### src/rtl/scr1_tapc_dr_unit.sv
// -----------------------------------------------------------------------------
// scr1_tapc_dr_unit
//
// Shared data-register datapath for the debug TAP controller. A single shift
// register serves every DR; its active length follows the current
// instruction. Captures the per-instruction value in DR_CAPTURE, shifts
// LSB-first in DR_SHIFT and commits DAP_CMD / SYS_CTRL contents in DR_UPDATE.
//
// Ports
//   tapc_tck       : TAP clock, all state changes on the rising edge
//   tapc_trst      : asynchronous active-high reset
//   tap_state      : current TAP FSM state (4-bit encoding)
//   tap_instr      : current instruction register value
//   tapc_tdi       : serial data in
//   dbg_id_i       : DBG_ID capture value
//   dap_resp_i     : DAP response captured when DAP_CMD is selected
//   tdo_dr         : serial data out (sr[0])
//   tdo_dr_en      : high while in DR_SHIFT
//   dap_cmd_o      : last DAP command written through DR_UPDATE
//   dap_cmd_vld_o  : one-cycle strobe accompanying a new dap_cmd_o
//   sys_ctrl_o     : system reset request bit
// -----------------------------------------------------------------------------
module scr1_tapc_dr_unit #(
  parameter int DAP_CMD_WIDTH  = 36,
  parameter int DAP_RESP_WIDTH = 33
) (
  input  logic                      tapc_tck,
  input  logic                      tapc_trst,
  input  logic [3:0]                tap_state,
  input  logic [3:0]                tap_instr,
  input  logic                      tapc_tdi,
  input  logic [31:0]               dbg_id_i,
  input  logic [DAP_RESP_WIDTH-1:0] dap_resp_i,
  output logic                      tdo_dr,
  output logic                      tdo_dr_en,
  output logic [DAP_CMD_WIDTH-1:0]  dap_cmd_o,
  output logic                      dap_cmd_vld_o,
  output logic                      sys_ctrl_o
);

  // TAP state encoding
  localparam logic [3:0] ST_RESET      = 4'd0;
  localparam logic [3:0] ST_DR_CAPTURE = 4'd3;
  localparam logic [3:0] ST_DR_SHIFT   = 4'd4;
  localparam logic [3:0] ST_DR_UPDATE  = 4'd8;

  // Instruction encoding
  localparam logic [3:0] INSTR_DBG_ID   = 4'h3;
  localparam logic [3:0] INSTR_BLD_ID   = 4'h4;
  localparam logic [3:0] INSTR_DAP_CMD  = 4'h8;
  localparam logic [3:0] INSTR_SYS_CTRL = 4'h9;
  localparam logic [3:0] INSTR_IDCODE   = 4'hE;

  localparam logic [31:0] TAP_IDCODE  = 32'hDEB01001;
  localparam logic [31:0] SCR1_MIMPID = 32'h22011200;

  localparam int LEN_W = $clog2(DAP_CMD_WIDTH + 1);

  logic [DAP_CMD_WIDTH-1:0] sr_reg, sr_next;
  logic [DAP_CMD_WIDTH-1:0] sr_capture;
  logic [DAP_CMD_WIDTH-1:0] sr_shift;
  logic [DAP_CMD_WIDTH-1:0] dap_cmd_reg, dap_cmd_next;
  logic                     dap_cmd_vld_reg, dap_cmd_vld_next;
  logic                     sys_ctrl_reg, sys_ctrl_next;
  // Set while the previous edge was in DR_UPDATE; limits the strobe to the
  // first DR_UPDATE cycle of each visit.
  logic                     upd_flag_reg, upd_flag_next;
  logic [LEN_W-1:0]         dr_len;
  logic [LEN_W-1:0]         dr_msb;

  // Active DR length; any unknown encoding behaves as BYPASS.
  always_comb begin
    dr_len = LEN_W'(1);
    case (tap_instr)
      INSTR_IDCODE,
      INSTR_BLD_ID,
      INSTR_DBG_ID:   dr_len = LEN_W'(32);
      INSTR_DAP_CMD:  dr_len = LEN_W'(DAP_CMD_WIDTH);
      default:        dr_len = LEN_W'(1);
    endcase
  end

  // dr_len is never zero, so the MSB index never underflows.
  assign dr_msb = dr_len - LEN_W'(1);

  // Capture value, zero-extended to the full register width.
  always_comb begin
    sr_capture = '0;
    case (tap_instr)
      INSTR_IDCODE:   sr_capture[31:0] = TAP_IDCODE;
      INSTR_BLD_ID:   sr_capture[31:0] = SCR1_MIMPID;
      INSTR_DBG_ID:   sr_capture[31:0] = dbg_id_i;
      INSTR_DAP_CMD:  sr_capture[DAP_RESP_WIDTH-1:0] = dap_resp_i;
      INSTR_SYS_CTRL: sr_capture[0] = sys_ctrl_reg;
      default:        sr_capture = '0;
    endcase
  end

  // Shift-right with tdi entering at the active MSB; everything above the
  // active length is cleared so a shorter DR never leaks stale upper bits.
  generate
    for (genvar gi = 0; gi < DAP_CMD_WIDTH; gi++) begin : g_shift
      if (gi < DAP_CMD_WIDTH - 1) begin : g_mid
        assign sr_shift[gi] = (LEN_W'(gi) == dr_msb) ? tapc_tdi :
                              (LEN_W'(gi) <  dr_msb) ? sr_reg[gi+1] : 1'b0;
      end else begin : g_top
        assign sr_shift[gi] = (LEN_W'(gi) == dr_msb) ? tapc_tdi : 1'b0;
      end
    end
  endgenerate

  // Next-state logic. Unlisted states (idle, exits, pause, IR states and
  // unknown values) hold sr and the outputs.
  always_comb begin
    sr_next          = sr_reg;
    dap_cmd_next     = dap_cmd_reg;
    dap_cmd_vld_next = 1'b0;
    sys_ctrl_next    = sys_ctrl_reg;
    upd_flag_next    = 1'b0;
    case (tap_state)
      ST_RESET: begin
        sr_next       = '0;
        sys_ctrl_next = 1'b0;
      end
      ST_DR_CAPTURE: sr_next = sr_capture;
      ST_DR_SHIFT:   sr_next = sr_shift;
      ST_DR_UPDATE: begin
        upd_flag_next = 1'b1;
        if ((tap_instr == INSTR_DAP_CMD) && !upd_flag_reg) begin
          dap_cmd_next     = sr_reg;
          dap_cmd_vld_next = 1'b1;
        end
        if (tap_instr == INSTR_SYS_CTRL) begin
          sys_ctrl_next = sr_reg[0];
        end
      end
      default: ;
    endcase
  end

  always_ff @(posedge tapc_tck or posedge tapc_trst) begin
    if (tapc_trst) begin
      sr_reg          <= '0;
      dap_cmd_reg     <= '0;
      dap_cmd_vld_reg <= 1'b0;
      sys_ctrl_reg    <= 1'b0;
      upd_flag_reg    <= 1'b0;
    end else begin
      sr_reg          <= sr_next;
      dap_cmd_reg     <= dap_cmd_next;
      dap_cmd_vld_reg <= dap_cmd_vld_next;
      sys_ctrl_reg    <= sys_ctrl_next;
      upd_flag_reg    <= upd_flag_next;
    end
  end

  assign tdo_dr        = sr_reg[0];
  assign tdo_dr_en     = (tap_state == ST_DR_SHIFT);
  assign dap_cmd_o     = dap_cmd_reg;
  assign dap_cmd_vld_o = dap_cmd_vld_reg;
  assign sys_ctrl_o    = sys_ctrl_reg;

`ifndef SYNTHESIS
  // An unknown TAP state is held, but it is never legitimate.
  tap_state_known_a : assert property (
    @(posedge tapc_tck) disable iff (tapc_trst) !$isunknown(tap_state)
  );
`endif

endmodule

### config.mk
export PLATFORM = sky130hd
export DESIGN_NAME = scr1_tapc_dr_unit
export DESIGN_NICKNAME = d
export VERILOG_FILES = /design/src/rtl/scr1_tapc_dr_unit.sv
export SDC_FILE = /design/constraint.sdc
export NUM_CORES = 1
export LEC_CHECK = 0
export ABC_CLOCK_PERIOD_IN_PS = 2310
export BUFFER_PORTS_ARGS = -buffer_cell sky130_fd_sc_hd__buf_2
export CAP_MARGIN = 20
export CORE_ASPECT_RATIO = 1.2
export CORE_UTILIZATION = 46
export DETAILED_ROUTE_END_ITERATION = 10
export PLACE_DENSITY_LB_ADDON = 0.3
export SLEW_MARGIN = 5
export SYNTH_ARGS = -nofsm -noshare
export SYNTH_HDL_FRONTEND = slang
export SYNTH_SLANG_ARGS = --single-unit
### constraint.sdc
create_clock -name tapc_tck -period 2.31 [get_ports tapc_tck]
set_input_delay 0.462 -clock tapc_tck [delete_from_list [all_inputs] [get_ports tapc_tck]]
set_output_delay 0.462 -clock tapc_tck [all_outputs]
set_load 0.05 [all_outputs]
# Word-level counts from Yosys, hierarchy flattened
# Index checks and enable logic that the tools add are counted.
# W data, S select, Z words.
op_classes:
  n_lt_le_gt_ge: 35
  n_eq_ne: 44
  n_reduce_logical: 9
  addsub: 1
  muxes: 81
op_table:
  columns: ["op", "n"]
  rows:
  - ["$pmux W31 S4", 1]
  - ["$pmux W36 S3", 1]
  - ["$eq A5 B6 Y1 const A", 16]
  - ["$lt A5 B6 Y1 const A", 16]
  - ["$mux W1", 76]
  - ["$eq A4 B6 Y1 const A", 8]
  - ["$lt A4 B6 Y1 const A", 8]
  - ["$eq A3 B6 Y1 const A", 4]
  - ["$eq A6 B6 Y1 const A", 4]
  - ["$lt A3 B6 Y1 const A", 4]
  - ["$lt A6 B6 Y1 const A", 3]
  - ["$eq A4 B4 Y1 const B", 4]
  - ["$eq A2 B6 Y1 const A", 2]
  - ["$lt A1 B6 Y1 const A", 2]
  - ["$lt A2 B6 Y1 const A", 2]
  - ["$pmux W6 S2", 1]
  - ["$eq A4 B2 Y1 const B", 2]
  - ["$eq A4 B3 Y1 const B", 2]
  - ["$eq A1 B6 Y1 const A", 1]
  - ["$logic_not A6 Y1", 1]
  - ["$sub A6 B1 Y6 const B", 1]
  - ["$logic_not A4 Y1", 1]
  - ["$pmux W1 S4", 1]
  - ["$reduce_and A2 Y1", 2]
  - ["7 further kinds", 7]
word_totals:
  in_bits: 76
  elab_cells: 175
  ff_bits: 75

# Depth between registers and ports, before layout
logic_depth:
  depth_word: 8
  depth_mapped: 9

# Worst setup path after synthesis
# OpenSTA, ideal clock, no wires.
synth_path:
  kind: "input to output"
  startpoint: "in tap_state[1]"
  endpoint: "out tdo_dr_en"
  n_path_buf: 1
  t_required_ps: 1848
  t_arrival_ps: 1457
  cell_stages: 4
  path_slack_ps: 391
  path_cell_list: "nor2_1 -> nand3b_1 -> clkinv_1 -> clkbuf_1"
synth_between:
  elab_chain_cells: 1
synth_lines:
  columns: ["item", "line_no", "rtl"]
  rows:
  - ["start: declaration", "29", "input logic [3:0] tap_state,"]
  - ["$eq A4 B3 Y1", "158", "assign tdo_dr_en = (tap_state == ST_DR_SHIFT);"]
  - ["end: declaration", "35", "output logic tdo_dr_en,"]
# No other way between the ends.

# Final worst setup path
# Same ends and word-level chain as after synthesis.

==> metrics <==
fill count 651; worst r2r src upd_flag_reg; dpl hpwl 6.63 mm; H-Tree Depth 3; maximum clock rate 548 MHz; Setup TNS 0 ns; IO Port Bufs 115; most common cell in the netlist dfrtp_1; ys flop type dfrtp_1; synth top area cells dfrtp_1, mux2_4, a22o_1; Clock Skews around 0.0055 ns; max_slew headroom 0.595; Netlist cell types 35; routed vias/inst 5.64; max-cap violations 0; Pwr per Cell Area 587 nW/um^2; area of the multi-input gates around 1700 um^2; leak pwr 2.34 nW; core box area 7790 um^2; post-CTS setup buffers 0; crit path kind in2out; Design Power approximately 2.7 mW; Req. time, crit path 1.85 ns; Worst-Skew Late Latency 0.35 ns; Num CTS Buffers 9; vias in the first global route 3162; Starting DRT DRC Count 152; clock slew at reported path FFs 0.08 ns; failing checks DRC; CP Max Fanout 3; Routed Antenna Nets 0; Die Span X 84.5 um; CP arrival around 1.4 ns; Syn-to-layout area delta 24.4%; Hold Path Class in2async; final wirelength 9.24 mm; Max Slew Vio Count 0; WHS 0.202 ns; CTS tree built; Synth Area per Inst 11.5 um^2; Net Count, Synth between 400 and 500; RR Endpoint dap_cmd_o[29]; Via Count 3034; Final Wtd Congestion 0.837; Cells after Synth 326; initial antenna violation count 0; Worst setup EP type primary output; Residual DRC 18; Startpoint Class input port; reg2reg setup slack around 0.86 ns; leading area contributor after synthesis dfrtp_1; post-synthesis sequential area ratio 0.499; number of synthesized register bits 75; pin count of the biggest net entering global routing 76; IO Count around 120; Mapped Area roughly 3800 um^2; root buffer cell clkbuf_8; RSZ-0062 raised after global routing no; critical path capture point tdo_dr_en; clk sinks 75; first-pass GRT wire length approximately 15 mm; Initial Util 0.483; Yosys warning total 0; FP Rows 35; Longest Clk Path Bufs 2; Die Area approximately 8500 um^2; critical path launch point tap_state[1]; die height 101 um; TritonRoute pass-1 iters 8; GRT Total Usage 0.230; maximum vdd ir drop 276 uV; Tightest Pin Transition 0.607 ns; CTS resizes 0; Seq. cell area 1880 um^2; status finished, violations left; fin crit share 0.790; EDFF count, synth 0; fin nets slightly above 500; layout cell share with drive strength beyond 1 0.428; min Tclk post-route 1.83 ns; WL/cell 17.2 um; CTS Hold Bufs 0; worst reg-to-reg path cell count 3; asr flop ratio synth 1.00; Synth top cells by count dfrtp_1, nand2_1, o21ai_0; Setup Viol. Count Final 0; total congestion overflow 0; Yosys top cell area share 0.499; n_diodes 0; Final Hold Viols 0
[worst max-delay path, stage by stage]
cell and delay, ns:
buf_2 0.11, nor2_1 0.16, nand3b_1 0.21, clkinv_1 0.14, buf_2 0.27
[cells in the final DEF, fill, tap and decap left out, types with 6 or more instances in the layout]
cell type / synthesis / final
buf_2: 7 / 115
dfrtp_1: 75 / 75
nand2_1: 36 / 36
o21ai_0: 36 / 36
a22oi_1: 33 / 33
a22o_1: 30 / 30
mux2_4: 29 / 29
buf_4: 0 / 12
clkbuf_8: 0 / 10
a21o_1: 9 / 9
mux2_2: 7 / 7
a21oi_1: 6 / 6
[worst min path at each step]
stage / to / cells after the start / startpoint
final: dap_cmd_o[19] / 3 / tapc_trst
after detailed placement: dap_cmd_o[25] / 1 / dap_cmd_o[25]
after CTS: dap_cmd_o[20] / 3 / tapc_trst
after global placement: sr_reg[30] / 2 / sr_reg[30]
after global routing: dap_cmd_o[4] / 3 / tapc_trst
after floorplan: sr_reg[29] / 2 / sr_reg[29]
[cell families (layout without fill, tap and decap cells)]
kind of cell    count (synthesis)  count (layout)  share of synthesized area
compound gates                124             124                      0.231
flops                          75              75                      0.499
simple gates                   58              58                     0.0742
mux                            38              38                      0.142
buf+inv                        31             151                     0.0542
[routing by layer]
layer,global-route usage,vias up,share of wire
met4,0.0782,0,0.013
met5,0,-,0
met1,0.287,1478,0.43
met3,0.0622,10,0.067
met2,0.388,107,0.49
li1,-,1439,-
[through the flow]
| stage | worst slack, ns | instance area [um^2] | instances | utilization |
|---|---|---|---|---|
| 2_1_floorplan | 0.391 | 3760 | 326 | - |
| 3_3_place_gp | 0.270 | 4450 | 522 | 0.571 |
| 4_1_cts | 0.516 | 4680 | 538 | 0.600 |
| 6_report | 0.484 | 4680 | 538 | 0.600 |
| 3_5_place_dp | 0.191 | 4450 | 522 | 0.571 |
| 5_1_grt | 0.429 | 4680 | 538 | 0.600 |
[power by group]
part	internal (mW)	leakage (nW)	switching, mW
registers	1.32	1.04	0.0108
clock network	0.644	0.110	0.496
logic	0.111	1.18	0.162
[area by class of cell]
| class | count | share of cell area |
|---|---|---|
| multi-input cells | 220 | 0.362 |
| flip-flops and latches | 75 | 0.401 |
| inverters | 4 | 0.00401 |
| clock inverters | 5 | 0.0182 |
| clock buffers | 11 | 0.0302 |
| well taps | 92 | 0.0246 |
| repair buffers | 131 | 0.159 |
(Power assumes the default switching activity.)
